[config.mk]
export PLATFORM = sky130hd
export DESIGN_NAME = frame_stream_ctrl
export DESIGN_NICKNAME = d
export VERILOG_FILES = /design/src/rtl/frame_stream_ctrl_pkg.sv /design/src/rtl/frame_stream_ctrl_stream_fifo.sv /design/src/rtl/frame_stream_ctrl.sv
export SDC_FILE = /design/constraint.sdc
export NUM_CORES = 1
export LEC_CHECK = 0
export ABC_AREA = 1
export CAP_MARGIN = 20
export CORE_MARGIN = 4
export CORE_UTILIZATION = 40
export DETAILED_ROUTE_END_ITERATION = 10
export SYNTH_ARGS = -nofsm -noshare
export SYNTH_HDL_FRONTEND = slang
export SYNTH_SLANG_ARGS = --single-unit
[constraint.sdc]
create_clock -name clk -period 8.05 [get_ports clk]
set_input_delay 1.2075 -clock clk [delete_from_list [all_inputs] [get_ports clk]]
set_output_delay 1.2075 -clock clk [all_outputs]
set_load 0.05 [all_outputs]
[src/rtl/frame_stream_ctrl_pkg.sv]
// Shared types and constants for the frame capture to AXI-Stream bridge.
// Holds the controller state encoding and the fixed AXIS framing constants.
package frame_stream_ctrl_pkg;

    typedef enum logic [1:0] {
        ST_IDLE    = 2'd0,
        ST_ARM     = 2'd1,
        ST_COLLECT = 2'd2,
        ST_DRAIN   = 2'd3
    } state_t;

    localparam int         AXIS_W    = 32;
    localparam logic [3:0] TKEEP_ALL = 4'hF;

endpackage

[src/rtl/frame_stream_ctrl_stream_fifo.sv]
// Synchronous first-word-fall-through FIFO; a push is visible at the head one cycle later.
// Backpressure: a push while full is accepted only when a pop happens in the same cycle.
module stream_fifo #(
    parameter int W  = 13,
    parameter int AW = 4
) (
    input  logic         clk,
    input  logic         rstn,
    input  logic         flush,
    input  logic         push,
    input  logic [W-1:0] push_dat,
    input  logic         pop,
    output logic [W-1:0] pop_dat,
    output logic         full,
    output logic         empty
);

    localparam int DEPTH = 2 ** AW;

    logic [W-1:0] mem [DEPTH];
    logic [AW:0]  wr_ptr;
    logic [AW:0]  rd_ptr;
    logic         wr_en;
    logic         rd_en;

    assign empty   = (wr_ptr == rd_ptr);
    assign full    = (wr_ptr[AW] != rd_ptr[AW]) && (wr_ptr[AW-1:0] == rd_ptr[AW-1:0]);
    // When full, the slot being written is the one being popped this cycle.
    assign wr_en   = push && (!full || pop);
    assign rd_en   = pop && !empty;
    assign pop_dat = mem[rd_ptr[AW-1:0]];

    always_ff @(posedge clk or negedge rstn) begin
        if (!rstn) begin
            wr_ptr <= '0;
            rd_ptr <= '0;
        end else if (flush) begin
            wr_ptr <= '0;
            rd_ptr <= '0;
        end else begin
            if (wr_en) wr_ptr <= wr_ptr + (AW+1)'(1);
            if (rd_en) rd_ptr <= rd_ptr + (AW+1)'(1);
        end
    end

    always_ff @(posedge clk) begin
        if (wr_en && !flush) mem[wr_ptr[AW-1:0]] <= push_dat;
    end

endmodule

[src/rtl/frame_stream_ctrl.sv]
// Capture-session sequencer moving frame beats onto AXIS S2MM; beat at N appears on m_tvalid at N+1 when empty.
// Upstream cannot stall: beats hitting a full FIFO are dropped and flagged in Overflow.
module frame_stream_ctrl
    import frame_stream_ctrl_pkg::*;
#(
    parameter int DATA_SIZE   = 12,
    parameter int LENGTH      = 32768,
    parameter int LENGTH_SIZE = 15,
    parameter int FIFO_ADD    = 4,
    parameter int FRAME_W     = 8
) (
    input  logic                   clk,
    input  logic                   rstn,
    input  logic                   StartColl,
    input  logic                   Abort,
    input  logic [FRAME_W-1:0]     FrameNum,
    output logic                   Collect,
    input  logic [DATA_SIZE-1:0]   FramData,
    input  logic [LENGTH_SIZE-1:0] FramAdd,
    input  logic                   FramEn,
    output logic [AXIS_W-1:0]      m_tdata,
    output logic [3:0]             m_tkeep,
    output logic                   m_tlast,
    output logic                   m_tvalid,
    input  logic                   m_tready,
    output logic                   Busy,
    output logic                   Done,
    output logic                   Overflow,
    output logic                   SeqErr,
    output logic [FRAME_W-1:0]     FrameCnt
);

    localparam logic [LENGTH_SIZE-1:0] LAST_IDX = LENGTH_SIZE'(LENGTH - 1);

    state_t                 state;
    logic                   start_q;
    logic                   in_frame;
    logic                   seq_vld;
    logic [LENGTH_SIZE-1:0] exp_idx;

    logic                   start_rise;
    logic                   is_first;
    logic                   is_last;
    logic                   accept;
    logic                   pop;
    logic                   drop;
    logic                   cnt_hit;
    logic [FRAME_W:0]       cnt_nxt;
    logic [LENGTH_SIZE-1:0] nxt_idx;
    logic [DATA_SIZE:0]     head_dat;
    logic                   fifo_full;
    logic                   fifo_empty;

    assign start_rise = StartColl && !start_q;
    assign is_first   = (FramAdd == '0);
    assign is_last    = (FramAdd == LAST_IDX);
    assign nxt_idx    = is_last ? '0 : FramAdd + LENGTH_SIZE'(1);

    // A new frame is not started once StartColl has dropped, so a stop never leaves a partial frame.
    assign accept  = (state == ST_COLLECT) && FramEn && !Abort &&
                     (in_frame || (is_first && StartColl));
    assign pop     = m_tvalid && m_tready;
    assign drop    = accept && fifo_full && !pop;
    assign cnt_nxt = {1'b0, FrameCnt} + (FRAME_W+1)'(1);
    assign cnt_hit = (FrameNum != '0) && (cnt_nxt == {1'b0, FrameNum});

    stream_fifo #(
        .W  (DATA_SIZE + 1),
        .AW (FIFO_ADD)
    ) u_fifo (
        .clk      (clk),
        .rstn     (rstn),
        .flush    (Abort),
        .push     (accept),
        .push_dat ({is_last, FramData}),
        .pop      (pop),
        .pop_dat  (head_dat),
        .full     (fifo_full),
        .empty    (fifo_empty)
    );

    assign m_tvalid = !fifo_empty;
    assign m_tlast  = !fifo_empty && head_dat[DATA_SIZE];
    assign m_tdata  = fifo_empty ? '0 : {{(AXIS_W-DATA_SIZE){1'b0}}, head_dat[DATA_SIZE-1:0]};
    assign m_tkeep  = TKEEP_ALL;

    always_ff @(posedge clk or negedge rstn) begin
        if (!rstn) begin
            state    <= ST_IDLE;
            start_q  <= 1'b0;
            in_frame <= 1'b0;
            seq_vld  <= 1'b0;
            exp_idx  <= '0;
            Collect  <= 1'b0;
            Busy     <= 1'b0;
            Done     <= 1'b0;
            Overflow <= 1'b0;
            SeqErr   <= 1'b0;
            FrameCnt <= '0;
        end else begin
            start_q <= StartColl;
            if (Abort) begin
                state    <= ST_IDLE;
                Collect  <= 1'b0;
                Busy     <= 1'b0;
                in_frame <= 1'b0;
            end else begin
                case (state)
                    ST_IDLE: begin
                        if (start_rise) begin
                            state <= ST_ARM;
                            Busy  <= 1'b1;
                        end
                    end
                    ST_ARM: begin
                        Done     <= 1'b0;
                        Overflow <= 1'b0;
                        SeqErr   <= 1'b0;
                        FrameCnt <= '0;
                        in_frame <= 1'b0;
                        seq_vld  <= 1'b0;
                        Collect  <= 1'b1;
                        state    <= ST_COLLECT;
                    end
                    ST_COLLECT: begin
                        if (drop) Overflow <= 1'b1;
                        if (accept) begin
                            // The first checked beat of a session only seeds the expected index.
                            seq_vld <= 1'b1;
                            exp_idx <= nxt_idx;
                            if (seq_vld && (FramAdd != exp_idx)) SeqErr <= 1'b1;
                            if (is_last) begin
                                in_frame <= 1'b0;
                                if (FrameCnt != '1) FrameCnt <= cnt_nxt[FRAME_W-1:0];
                                if (cnt_hit) begin
                                    state   <= ST_DRAIN;
                                    Collect <= 1'b0;
                                end
                            end else if (is_first) begin
                                in_frame <= 1'b1;
                            end
                        end
                        if (!StartColl && !in_frame) begin
                            state   <= ST_DRAIN;
                            Collect <= 1'b0;
                        end
                    end
                    ST_DRAIN: begin
                        if (fifo_empty) begin
                            state <= ST_IDLE;
                            Busy  <= 1'b0;
                            Done  <= 1'b1;
                        end
                    end
                    default: state <= ST_IDLE;
                endcase
            end
        end
    end

endmodule

-- After elaboration in Yosys (flattened, before gate mapping)
Memory sizes are Yosys's and may differ from the RTL's.
Cells that the tools add are included.
- flip-flop bits (word level): 43
- RAM bits: 208
- bits of input ports: 41
- logic and storage cells: 130
- memories kept: 1
- add/subtract/negate cells: 4
- equal/unequal tests: 23
- mux-type cells: 44
- bitwise operators: 1
- reductions and logical operators: 44
- memories (memory ; depth ; width ; read ports ; clocked after Yosys merged registers in ; wr ports ; RTL line ; text):
    u_fifo.mem ; 16 ; 13 ; 1 ; 0 ; 1 ; frame_stream_ctrl_stream_fifo.sv:20 ; logic [W-1:0] mem [DEPTH];
- operators by type and width (cell ; count):
    two-way mux 8 bit ; 3
    two-way mux 5 bit ; 4
    two-way mux 1 bit ; 19
    AND reduction 3 bit ; 6
    logical AND 1 bit ; 16
    case mux 8 bit (2 select lines) ; 1
    adder 15 x 1 -> 15 bit (second input constant) ; 1
    equality test 15 bit (second input constant) ; 1
    logical NOT 15 bit ; 1
    two-way mux 15 bit ; 1
    != test 15 bit ; 1
    two-way mux 2 bit ; 7
    case mux 1 bit (2 select lines) ; 7
    two-way mux 12 bit ; 1
    != test 4 x 3 -> 1 bit (second input constant) ; 3
    adder 5 x 1 -> 5 bit (second input constant) ; 2
    AND reduction 5 bit ; 2
    adder 8 x 1 -> 9 bit (second input constant) ; 1
    equality test 9 x 8 -> 1 bit ; 1
    != test 3 bit (second input constant) ; 3
    != test 2 bit (second input constant) ; 4
    != test 8 bit (second input constant) ; 1
    case mux 2 bit (4 select lines) ; 1
    AND reduction 4 bit ; 2
    14 further kinds ; 27

-- Longest topological paths before layout
Gate-level depths: netlist of the first run.
- depth after elaboration: 9
- depth in mapped cells: 14
- depth with buffers taken out: 14

-- Hierarchy
Synthesis of the first run repeated with hierarchy kept, for this count alone.
- cell total of the unflattened synthesis: 1128
- area, all modules: 11743.8 sq um
- by module, submodules not included (module ; instances ; cells an instance ; area an instance (sq um)):
    stream_fifo ; 1 ; 721 ; 8949.8
    frame_stream_ctrl ; 1 ; 407 ; 2793.9

-- Worst setup path before layout of the first run
No wires, ideal clock.
- kind: input to register
- start point: input FramAdd[9]
- end point: memory u_fifo.mem[3][0] (enable)
- arrival time: 3.060 ns
- required time: 7.650 ns
- path slack: 4.591 ns
- stages on the path: 10
- buffers on the path: 1
- path through: buf_2 > nor2_1 > nand2_1 > nor2_1 > nand2_1 > nand2_2 > nand2_4 > a21oi_4 > nand2_4 > nor3_1
- word-level cells in the longest chain between the ends: 8
- RTL lines (what ; RTL line ; text):
    start, declared ; frame_stream_ctrl.sv:19 ; input logic [LENGTH_SIZE-1:0] FramAdd,
    logical NOT 15 bit ; frame_stream_ctrl.sv:55 ; assign is_first = (FramAdd == '0);
    logical AND 1 bit ; frame_stream_ctrl.sv:61 ; (in_frame || (is_first && StartColl));
    logical OR 1 bit ; frame_stream_ctrl.sv:61 ;
    logical AND 1 bit ; frame_stream_ctrl.sv:60 ; assign accept = (state == ST_COLLECT) && FramEn && !Abort &&
    logical AND 1 bit ; frame_stream_ctrl_stream_fifo.sv:29 ; assign wr_en = push && (!full || pop);
    logical AND 1 bit ; frame_stream_ctrl_stream_fifo.sv:47 ; if (wr_en && !flush) mem[wr_ptr[AW-1:0]] <= push_dat;
    two-way mux 1 bit ; frame_stream_ctrl_stream_fifo.sv:47 ;
    two-way mux 1 bit (not written as such) ; frame_stream_ctrl_stream_fifo.sv:47 ;
    end, declared ; frame_stream_ctrl_stream_fifo.sv:20 ;
No other way between the ends.

-- Worst setup path in the final report of the first run
- start point: register u_fifo.rd_ptr[0]
- end point: output m_tdata[8]
- word-level cells in the longest chain between the ends: 2
- elaborated cells on any way between the ends: 3
- RTL lines (what ; RTL line ; text):
    start, declared ; frame_stream_ctrl_stream_fifo.sv:22 ; logic [AW:0] rd_ptr;
    start signal, assigned ; frame_stream_ctrl_stream_fifo.sv:42 ; if (rd_en) rd_ptr <= rd_ptr + (AW+1)'(1);
    memory (16 x 13 bit) or equality test 5 bit (tied branches) ; -- ;
    two-way mux 12 bit (*) ; frame_stream_ctrl.sv:84 ; assign m_tdata = fifo_empty ? '0 : {{(AXIS_W-DATA_SIZE){1'b0}}, head_dat[DATA_SIZE-1:0]};
    end, declared ; frame_stream_ctrl.sv:21 ; output logic [AXIS_W-1:0] m_tdata,
Every way passes the cells marked *; elsewhere a longest branch is shown, timed or not.

==> results of run 1 <==
## state kept, by name, indices dropped and copies added, names as in the netlist
| register | cells |
|---|---|
| Busy | 1 |
| u_fifo.mem | 208 |
| in_frame | 1 |
| state | 2 |
| u_fifo.wr_ptr | 5 |
| FrameCnt | 8 |
| seq_vld | 1 |
| SeqErr | 1 |
| start_q | 1 |
| Collect | 1 |
| exp_idx | 15 |
| u_fifo.rd_ptr | 5 |
| Overflow | 1 |
| Done | 1 |
## cells in the mapped netlist (all sizes together) (2+ instances only)
library cell | instances | share of area
edfxtp | 208 | 0.54
nor2 | 198 | 0.070
nand2 | 167 | 0.058
o21ai | 92 | 0.040
inv | 64 | 0.021
buf | 49 | 0.028
dfrtp | 43 | 0.093
nand3 | 40 | 0.019
clkbuf | 28 | 0.0092
o32ai | 26 | 0.020
a21oi | 22 | 0.012
xnor2 | 17 | 0.013
mux2i | 15 | 0.013
o211ai | 15 | 0.0098
xor2 | 15 | 0.011
ha | 13 | 0.014
o221ai | 12 | 0.0091
nand4 | 9 | 0.0054
nor3 | 7 | 0.0039
a31oi | 4 | 0.0022
o22ai | 4 | 0.0022
conb | 2 | 0.00065
## path summary, 6_finish.rpt
path	start	endpoint
setup / recovery	u_fifo.rd_ptr[0]$_DFFE_PN0P_	m_tdata[8]
hold / removal	Collect$_DFFE_PN0P_	Collect$_DFFE_PN0P_
setup reg to reg	u_fifo.rd_ptr[2]$_DFFE_PN0P_	u_fifo.mem[12][1]$_DFFE_PP_
hold reg to reg	Collect$_DFFE_PN0P_	Collect$_DFFE_PN0P_
max in group asynchronous	rstn	u_fifo.rd_ptr[0]$_DFFE_PN0P_
min in group asynchronous	rstn	exp_idx[5]$_DFFE_PN0P_
## where the power goes
part           internal, mW  switching (mW)  total, mW
clock                 0.809           0.521       1.33
sequential             1.42          0.0113       1.43
combinational        0.0678           0.146      0.214
total                  2.30           0.678       2.97
## metal layers
layer,up-vias,track usage
met5,-,0
met4,0,0.04608
met3,45,0.02748
met2,224,0.2774
met1,3738,0.2350
li1,3747,-
## logic make-up (layout without fill, tap and decap cells)
logic type               after synthesis  count (layout)  share of synthesized area
other                                  2              24                  0.0006511
XOR/XNOR                              32              32                    0.02430
multiplexers                          15              15                    0.01302
AND/OR/NAND/NOR                      422             422                     0.1575
flip-flops                           251             251                     0.6348
buffers and inverters                142             207                    0.05858
AO/OA/AOI/OAI                        178             178                    0.09698
adder cells (fa/ha/maj)               13              13                    0.01410
## area by class of cell
class,count,share of cell area
Sequential cell,251,0.5415
Clock inverter,21,0.01896
Inverter,65,0.01803
Clock buffer,31,0.05336
Multi-Input combinational cell,684,0.2683
Tap cell,378,0.03495
Timing Repair Buffer,90,0.06492
## worst max-delay path: cells and delay by family, from the launching register on
family	cells	cell delay, ns
buffers and inverters	3	2.00
AOI/OAI and AO/OA	2	0.54
DFF	1	0.50
and+or+nand+nor	2	0.22
==> reports/metrics.cfg, run 1 <==
[floorplan]
ioPinCount=92
rows=61
die_h_um=177.8
die_x_um=177.8
core_area_mm2=0.02809
die_area_mm2=0.03161
initial_core_util=0.4106

[cells_and_area]
multi_input_area_mm2=0.003630
register_area_mm2=0.007327
layout.core_utilization=0.4817
antenna_diode_count=0
layout-drive-gt1-share=0.09370
fill_cells=2641
area.growth.synth_to_final_pct=17.31
layout_common_cells=208 x edfxtp_1, 188 x nor2_1, 158 x nand2_1, 85 x o21ai_0, 66 x clkdlybuf4s50_1
layout.cells.most_common=edfxtp_1
design_area_mm2=0.01353
final_nets=1174
final_cell_count_no_fill=1520

[setup_path]
cpPeakStageDelay_ns=0.88
worstSetupStartpointType=flip-flop
worst-path-max-fanout=47
crit_chain=inv_2 -> buf_4 -> nor2_1 -> o221ai_1 -> nand3_1 -> a21oi_1 -> clkdlybuf4s50_1
worstSetupEndpointType=output pin
criticalPathCategory=flip-flop to output pin
slowest_stage_cell_on_the_critical_path=clkdlybuf4s50_1
r2r_slack_ns=4.99
number_of_cells_on_the_worst_reg_to_reg_path=8
cp.arrival_ns=3.87
critical_path_required_ns=6.84

[logic_synthesis]
synth-async-reset-ratio=0.1713
synth-seq-cells=251
post_synth_instance_area_mm2=0.01153
synth_sequential_area_ratio=0.6348
post_synth.cell_area_avg_um2=10.93
synth-edff-count=208
yosysWarnings=0
netlist-cell-type-count=44
synthFlopType=edfxtp_1
post_synth_inst_count=1055

[routing]
met2_length_um=12440
detail_route.wirelength.met1_um=12190
detail_route.first_pass.iterations=5
wire_per_inst_um=17.61
detail_route.drc_violations=0
routed.top_layer=met4
vias_per_cell=5.101
routed_wire_length_on_met3_um=1538
wirelength_um=26770
drtAntennaViolNets=0
vias=7754
detailedRoute.firstIterationViolations=474

[timing]
final.min_clock_period_ns=5.074
max-slew-margin-rel=0.2950
setup_viol=0
hold_slack_ns=0.4860
final_min_period_over_clock_period=0.6303
achievable-frequency_mhz=197.1
final_max_slew_viol_count=0
setup_repair_after_global_routing_missed_its_margin=no
timing_hold_violations_final=0
worst_pin_slew_ns=1.058
fin_tns_setup_ns=0
timing.final.ws_setup_ns=2.976
timing.clock.skew_ns=0.03008

[clock_network]
cts_hold_buffers=0
clk_pin_slew_worst_setup_hold_paths_ns=0.06
cts_htree_levels=1
numCtsBuffers=28
cts_root_buffer=clkbuf_16
post_cts_resized=0
clock_tree.buffer_depth=3
tritoncts=yes
cts_post_setup_buffers_inserted=0
clkLatencyLatePin_ns=0.57
sinks_on_clock_net=251

[placement]
dp.final_hpwl_um=16280
placed_cells=1467
placed_cell_area_mm2=0.01252
dpl_worst_slack_ns=3.568
routabilityCongestion=0.8187
numPortBuffers=67

[power]
finalPower_mw=2.975
leakagePower_nw=5.027
peakVddDrop_mv=0.1360
power_density_mw_per_mm2=219.8

[grt]
grt_max_degree=105
grt_antenna_before_repair=0
grt_pass1_vias=7611
grt_first_pass_wirelength_um=42100
grt.overflow.total=0
grt_util_all_layers=0.1692

[run_status]
run_status=complete, no violations

[hold_path]
holdPathStages=2
timing.hold.worst.class=flip-flop to flip-flop

[flow_run]
maxCapViolCount=0

Power figures use the tool's default switching activity.
==> inputs of run 2 (changes only) <==
clock period = 4.4 ns   (was 8.05 ns; I/O delays follow)
==> run 2 against run 1 <==
Total power grew 73%. Register-to-register slack lost 3.3 ns. Worst setup slack worse by 2.4 ns. Core utilization decreased by 0.42 points. Clock skew is 0.011 ns lower. Worst hold slack got worse by 0.29 ns. Clock power rose by 61%. Sequential power rose by 83%. Critical path depth grew 1. Cell count is 0.39% higher. First-iteration DRC count up 9.5%. Via count decreased by 0.39%.
==> reports/metrics.cfg, run 2 (synthesis results as in run 1) <==
[run_status]
run_status=complete, no violations  ; unchanged

[timing]
achievable-frequency_mhz=261.0
final.min_clock_period_ns=3.831
setup_repair_after_global_routing_missed_its_margin=no  ; unchanged
timing_hold_violations_final=0  ; unchanged
worst_pin_slew_ns=0.7658  ; was 1.058 ns
final_min_period_over_clock_period=0.8707
hold_slack_ns=0.1941  ; was 0.4860 ns
max-slew-margin-rel=0.4895  ; was 0.2950
timing.final.ws_setup_ns=0.5690  ; was 2.976 ns
setup_viol=0  ; unchanged
timing.clock.skew_ns=0.01954  ; was 0.03008 ns
final_max_slew_viol_count=0  ; unchanged
fin_tns_setup_ns=0  ; unchanged

[placement]
numPortBuffers=67  ; unchanged
dp.final_hpwl_um=16970  ; was 16,280 um
routabilityCongestion=0.8026  ; was 0.8187
placed_cell_area_mm2=0.01257  ; was 0.01252 mm2
dpl_worst_slack_ns=1.125  ; was 3.568 ns

[hold_path]
timing.hold.worst.class=input pin to asynchronous set/reset pin  ; was flip-flop to flip-flop

[floorplan]
initial_core_util=0.4106  ; unchanged
die_h_um=177.8  ; unchanged
core_area_mm2=0.02809  ; unchanged
die_area_mm2=0.03161  ; unchanged
ioPinCount=92  ; unchanged
rows=61  ; unchanged
die_x_um=177.8  ; unchanged

[routing]
vias_per_cell=5.062  ; was 5.101
vias=7724  ; was 7,754
detail_route.drc_violations=0  ; unchanged
wire_per_inst_um=17.26  ; was 17.61 um
detail_route.first_pass.iterations=5  ; unchanged
detailedRoute.firstIterationViolations=519  ; was 474
drtAntennaViolNets=0  ; unchanged
wirelength_um=26340  ; was 26,770 um

[cells_and_area]
area.growth.synth_to_final_pct=16.28  ; was 17.31%
antenna_diode_count=0  ; unchanged
layout-drive-gt1-share=0.1037  ; was 0.09370
layout.cells.most_common=edfxtp_1  ; unchanged
final_nets=1182  ; was 1,174
design_area_mm2=0.01341  ; was 0.01353 mm2
number_of_flip_flops_in_the_largest_register=208  ; unchanged
layout_common_cells=208 x edfxtp_1, 188 x nor2_1, 158 x nand2_1, 85 x o21ai_0, 58 x inv_1  ; was 208 x edfxtp_1, 188 x nor2_1, 158 x nand2_1, 85 x o21ai_0, 66 x clkdlybuf4s50_1

[setup_path]
criticalPathCategory=flip-flop to output pin  ; unchanged
worstSetupStartpointType=flip-flop  ; unchanged
critical_path_required_ns=3.74  ; was 6.84 ns
worstSetupEndpointType=output pin  ; unchanged
cp.arrival_ns=3.17  ; was 3.87 ns
r2r_slack_ns=1.74  ; was 4.99 ns
number_of_cells_on_the_worst_reg_to_reg_path=11  ; was 8
worst-path-max-fanout=32  ; was 47

[grt]
grt_antenna_before_repair=1  ; was 0
grt_util_all_layers=0.1667  ; was 0.1692
grt_max_degree=59  ; was 105
grt_first_pass_wirelength_um=41580  ; was 42,100 um
grt.overflow.total=0  ; unchanged
grt_pass1_vias=7652  ; was 7,611

[clock_network]
cts_root_buffer=clkbuf_16  ; unchanged
clk_pin_slew_worst_setup_hold_paths_ns=0.06  ; about the same
clkLatencyLatePin_ns=0.54  ; was 0.57 ns
tritoncts=yes  ; unchanged
clock_tree.buffer_depth=3  ; unchanged
post_cts_resized=0  ; unchanged
cts_post_setup_buffers_inserted=0  ; unchanged
numCtsBuffers=28  ; unchanged
cts_htree_levels=1  ; unchanged
cts_hold_buffers=0  ; unchanged
sinks_on_clock_net=251  ; unchanged

[power]
comb_power_share=0.076  ; was 0.072
power_switching_mw=1.203  ; was 0.6782 mW
peakVddDrop_mv=0.3352  ; was 0.1360 mV
finalPower_mw=5.145  ; was 2.975 mW
power_density_mw_per_mm2=383.6  ; was 219.8 mW/mm2
leakagePower_nw=5.013  ; was 5.027 nW
seq_power_share=0.509  ; was 0.481
cellInternalPower_mw=3.942  ; was 2.296 mW
clock_network_power_share=0.415  ; was 0.447
power.switching_fraction=0.2338  ; was 0.2280

[flow_run]
maxCapViolCount=0  ; unchanged

==> run 2: metal layers <==
metal / global-route usage / wire length [um] / up-vias
li1: - / - / 3767
met1: 0.2324 / 12070 / 3723
met2: 0.2729 / 12230 / 188
met3: 0.02706 / 1343 / 44
met4: 0.04415 / 681 / 2
met5: 0 / 13 / -
==> run 2: cell type report <==
type / count / area [um2]
clock buffer: 38 / 768.2
clock inverter: 12 / 73.82
fill: 2637 / 14680
inverter: 65 / 244.0
multi-input combinational: 684 / 3630
sequential: 251 / 7327
tap: 378 / 473.0
timing repair buffer: 98 / 895.9
==> run 2: worst paths after layout <==
path	endpoint	start
max in group asynchronous	u_fifo.rd_ptr[0]$_DFFE_PN0P_	rstn
min in group clk	Collect$_DFFE_PN0P_	Collect$_DFFE_PN0P_
hold / removal	exp_idx[5]$_DFFE_PN0P_	rstn
setup / recovery	m_tdata[6]	u_fifo.rd_ptr[0]$_DFFE_PN0P_
hold reg to reg	Collect$_DFFE_PN0P_	Collect$_DFFE_PN0P_
setup reg to reg	u_fifo.mem[4][12]$_DFFE_PP_	state[0]$_DFFE_PN0P_
==> run 2: per-stage QoR <==
stage,instances,util
3_3_place_gp,1476,0.4475
3_5_place_dp,1476,0.4475
2_1_floorplan,1077,-
6_report,1526,0.4775
4_1_cts,1526,0.4775
5_1_grt,1526,0.4775
==> run 2: critical path, stage by stage (launching register included) <==
cell,delay (ns)
dfrtp_4,0.63
inv_2,0.51
nor2_1,0.08
o32ai_1,0.25
nand2_1,0.09
nand2_1,0.07
inv_1,0.04
a21oi_1,0.13
clkdlybuf4s50_1,0.81
==> run 2: power by group through the flow <==
stage               sequential [mW]  combinational [mW]  clock (mW)
finish                         2.62               0.389        2.14
global route                   2.62               0.429        2.28
CTS                            2.62               0.393        2.19
detailed placement             2.67               0.391           0
global placement               2.67               0.389           0
floorplan                      2.71               0.223           0
==> inputs of run 3 (changes only) <==
CORE_MARGIN = not set   (was 4)
==> run 3 against run 2 <==
Total power up 2.0%. Maximum frequency down 5.0%. Sequential power about the same. Clock-buffer cell count up 3. Worst hold slack better by 0.29 ns. Routed wire length up 0.95%. Sequential cell count unchanged. Sequential share of layout area down 0.18 points. Critical endpoint is now m_tdata[0].
==> reports/metrics.cfg, run 3 (synthesis results as in run 1) <==
[run_status]
run_status=complete, no violations  ; unchanged

[flow_run]
maxCapViolCount=0  ; unchanged

[routing]
detailedRoute.firstIterationViolations=619  ; was 519
vias=7793  ; was 7,724
wire_per_inst_um=17.45  ; was 17.26 um
drtAntennaViolNets=0  ; unchanged
vias_per_cell=5.114  ; was 5.062
detail_route.drc_violations=0  ; unchanged
detail_route.first_pass.iterations=5  ; unchanged
wirelength_um=26590  ; was 26,340 um

[timing]
setup_viol=0  ; unchanged
final_min_period_over_clock_period=0.9168  ; was 0.8707
setup_repair_after_global_routing_missed_its_margin=no  ; unchanged
final.min_clock_period_ns=4.034  ; was 3.831 ns
timing.clock.skew_ns=0.01489  ; was 0.01954 ns
timing_hold_violations_final=0  ; unchanged
hold_slack_ns=0.4882  ; was 0.1941 ns
worst_pin_slew_ns=0.9164  ; was 0.7658 ns
fin_tns_setup_ns=0  ; unchanged
final_max_slew_viol_count=0  ; unchanged
achievable-frequency_mhz=247.9  ; was 261.0 MHz
max-slew-margin-rel=0.3891  ; was 0.4895

[cells_and_area]
layout_common_cells=208 x edfxtp_1, 188 x nor2_1, 158 x nand2_1, 85 x o21ai_0, 58 x inv_1  ; unchanged
final_nets=1182  ; unchanged
layout.cells.most_common=edfxtp_1  ; unchanged
antenna_diode_count=0  ; unchanged
layout-drive-gt1-share=0.1021  ; was 0.1037
area.growth.synth_to_final_pct=16.67  ; was 16.28%
register_area_mm2=0.007327  ; unchanged
final_cell_count_no_fill=1524  ; was 1,526
number_of_flip_flops_in_the_largest_register=208  ; unchanged
multi_input_area_mm2=0.003630  ; unchanged
fill_cells=2571  ; was 2,637
layout.core_utilization=0.4791  ; was 0.4775

[setup_path]
worstSetupEndpointType=output pin  ; unchanged
criticalPathCategory=flip-flop to output pin  ; unchanged
worstSetupStartpointType=flip-flop  ; unchanged
worst_r2r_startpoint=u_fifo.rd_ptr[1]$_DFFE_PN0P_  ; was state[0]$_DFFE_PN0P_
critical_path_required_ns=3.74  ; about the same
cp.arrival_ns=3.37  ; was 3.17 ns
source_of_the_critical_timing_path=u_fifo.rd_ptr[0]$_DFFE_PN0P_  ; unchanged
worst-path-max-fanout=43  ; was 32

[clock_network]
cts_root_buffer=clkbuf_16  ; unchanged
clock_tree.buffer_depth=3  ; unchanged
sinks_on_clock_net=251  ; unchanged
tritoncts=yes  ; unchanged
post_cts_resized=0  ; unchanged
clk_pin_slew_worst_setup_hold_paths_ns=0.06  ; about the same
cts_htree_levels=1  ; unchanged
cts_post_setup_buffers_inserted=0  ; unchanged
numCtsBuffers=27  ; was 28
clkLatencyLatePin_ns=0.54  ; about the same

[hold_path]
launch_instance_of_the_worst_min_delay_path=Collect$_DFFE_PN0P_
timing.hold.worst.class=flip-flop to flip-flop  ; was input pin to asynchronous set/reset pin

[grt]
grt.overflow.total=0  ; unchanged
grt_max_degree=53  ; was 59
grt_pass1_vias=7629  ; was 7,652
grt_util_all_layers=0.1846  ; was 0.1667
grt_antenna_before_repair=0  ; was 1
grt_first_pass_wirelength_um=41840  ; was 41,580 um

[placement]
numPortBuffers=67  ; unchanged
routabilityCongestion=0.8183  ; was 0.8026
dp.final_hpwl_um=16760  ; was 16,970 um
placed_cells=1475  ; was 1,476

[floorplan]
die_x_um=171.8  ; was 177.8 um
initial_core_util=0.4106  ; unchanged
die_h_um=171.8  ; was 177.8 um
rows=61  ; unchanged
core_area_mm2=0.02809  ; unchanged
die_area_mm2=0.02952  ; was 0.03161 mm2
ioPinCount=92  ; unchanged

[power]
power_density_mw_per_mm2=390.1  ; was 383.6 mW/mm2
comb_power_share=0.075  ; was 0.076
finalPower_mw=5.249  ; was 5.145 mW
leakagePower_nw=5.035  ; was 5.013 nW
power.switching_fraction=0.2263  ; was 0.2338
seq_power_share=0.499  ; was 0.509
peakVddDrop_mv=0.2911  ; was 0.3352 mV
power_switching_mw=1.188  ; was 1.203 mW
clock_network_power_share=0.426  ; was 0.415
cellInternalPower_mw=4.061  ; was 3.942 mW

## run 3: worst max-delay path, stage by stage, from the launching register on
cell and delay (ns):
dfrtp_4 0.69, inv_2 0.51, buf_4 0.52, nor2_1 0.09
o32ai_1 0.25, nand2_1 0.08, nand2_1 0.12, inv_1 0.05
a21oi_1 0.25, buf_4 0.25
## run 3: through the flow
step	area, um2	worst slack (ns)
after CTS	13430	0.3293
after global placement	12550	0.8834
after global routing	13460	0.05363
after detailed placement	12550	0.8516
final	13460	0.3661
after floorplan	11620	1.488
## run 3: timing repair
action / in CTS / in global routing
setup endpoints to repair: 0 / 0
hold endpoints to repair: 0 / 8
hold buffers: 0 / 1
## run 3: final cells by class
type,count,share of cell area
Clock buffer,41,0.05793
Inverter,65,0.01813
Timing Repair Buffer,99,0.06750
Clock inverter,6,0.007066
Multi-Input combinational cell,684,0.2697
Tap cell,378,0.03515
Sequential cell,251,0.5445
## run 3: power groups by stage
| stage | clock [mW] | combinational (mW) | sequential [mW] |
|---|---|---|---|
| 3_5_place_dp | 0 | 0.393 | 2.67 |
| 2_1_floorplan | 0 | 0.223 | 2.71 |
| 6_report | 2.24 | 0.394 | 2.62 |
| 4_1_cts | 2.28 | 0.394 | 2.62 |
| 3_3_place_gp | 0 | 0.387 | 2.67 |
| 5_1_grt | 2.38 | 0.439 | 2.62 |
## run 3: path summary, 6_finish.rpt
check / cells past startpoint / endpoint / slack [ns]
min reg2reg: 2 / Collect$_DFFE_PN0P_ / 0.49
min: 2 / Collect$_DFFE_PN0P_ / 0.49
max reg2reg: 8 / u_fifo.mem[7][0]$_DFFE_PP_ / 1.35
min in group asynchronous: 2 / exp_idx[3]$_DFFE_PN0P_ / 0.52
max in group asynchronous: 3 / u_fifo.rd_ptr[0]$_DFFE_PN0P_ / 3.39
max: 9 / m_tdata[0] / 0.37
## run 3: metal layers
metal  track usage  vias up  routed length, um
li1              -     3763                  -
met1        0.2511     3756              11930
met2        0.3052      231              12530
met3       0.02669       43               1521
met4       0.05541        0                605
met5             0        -                  0
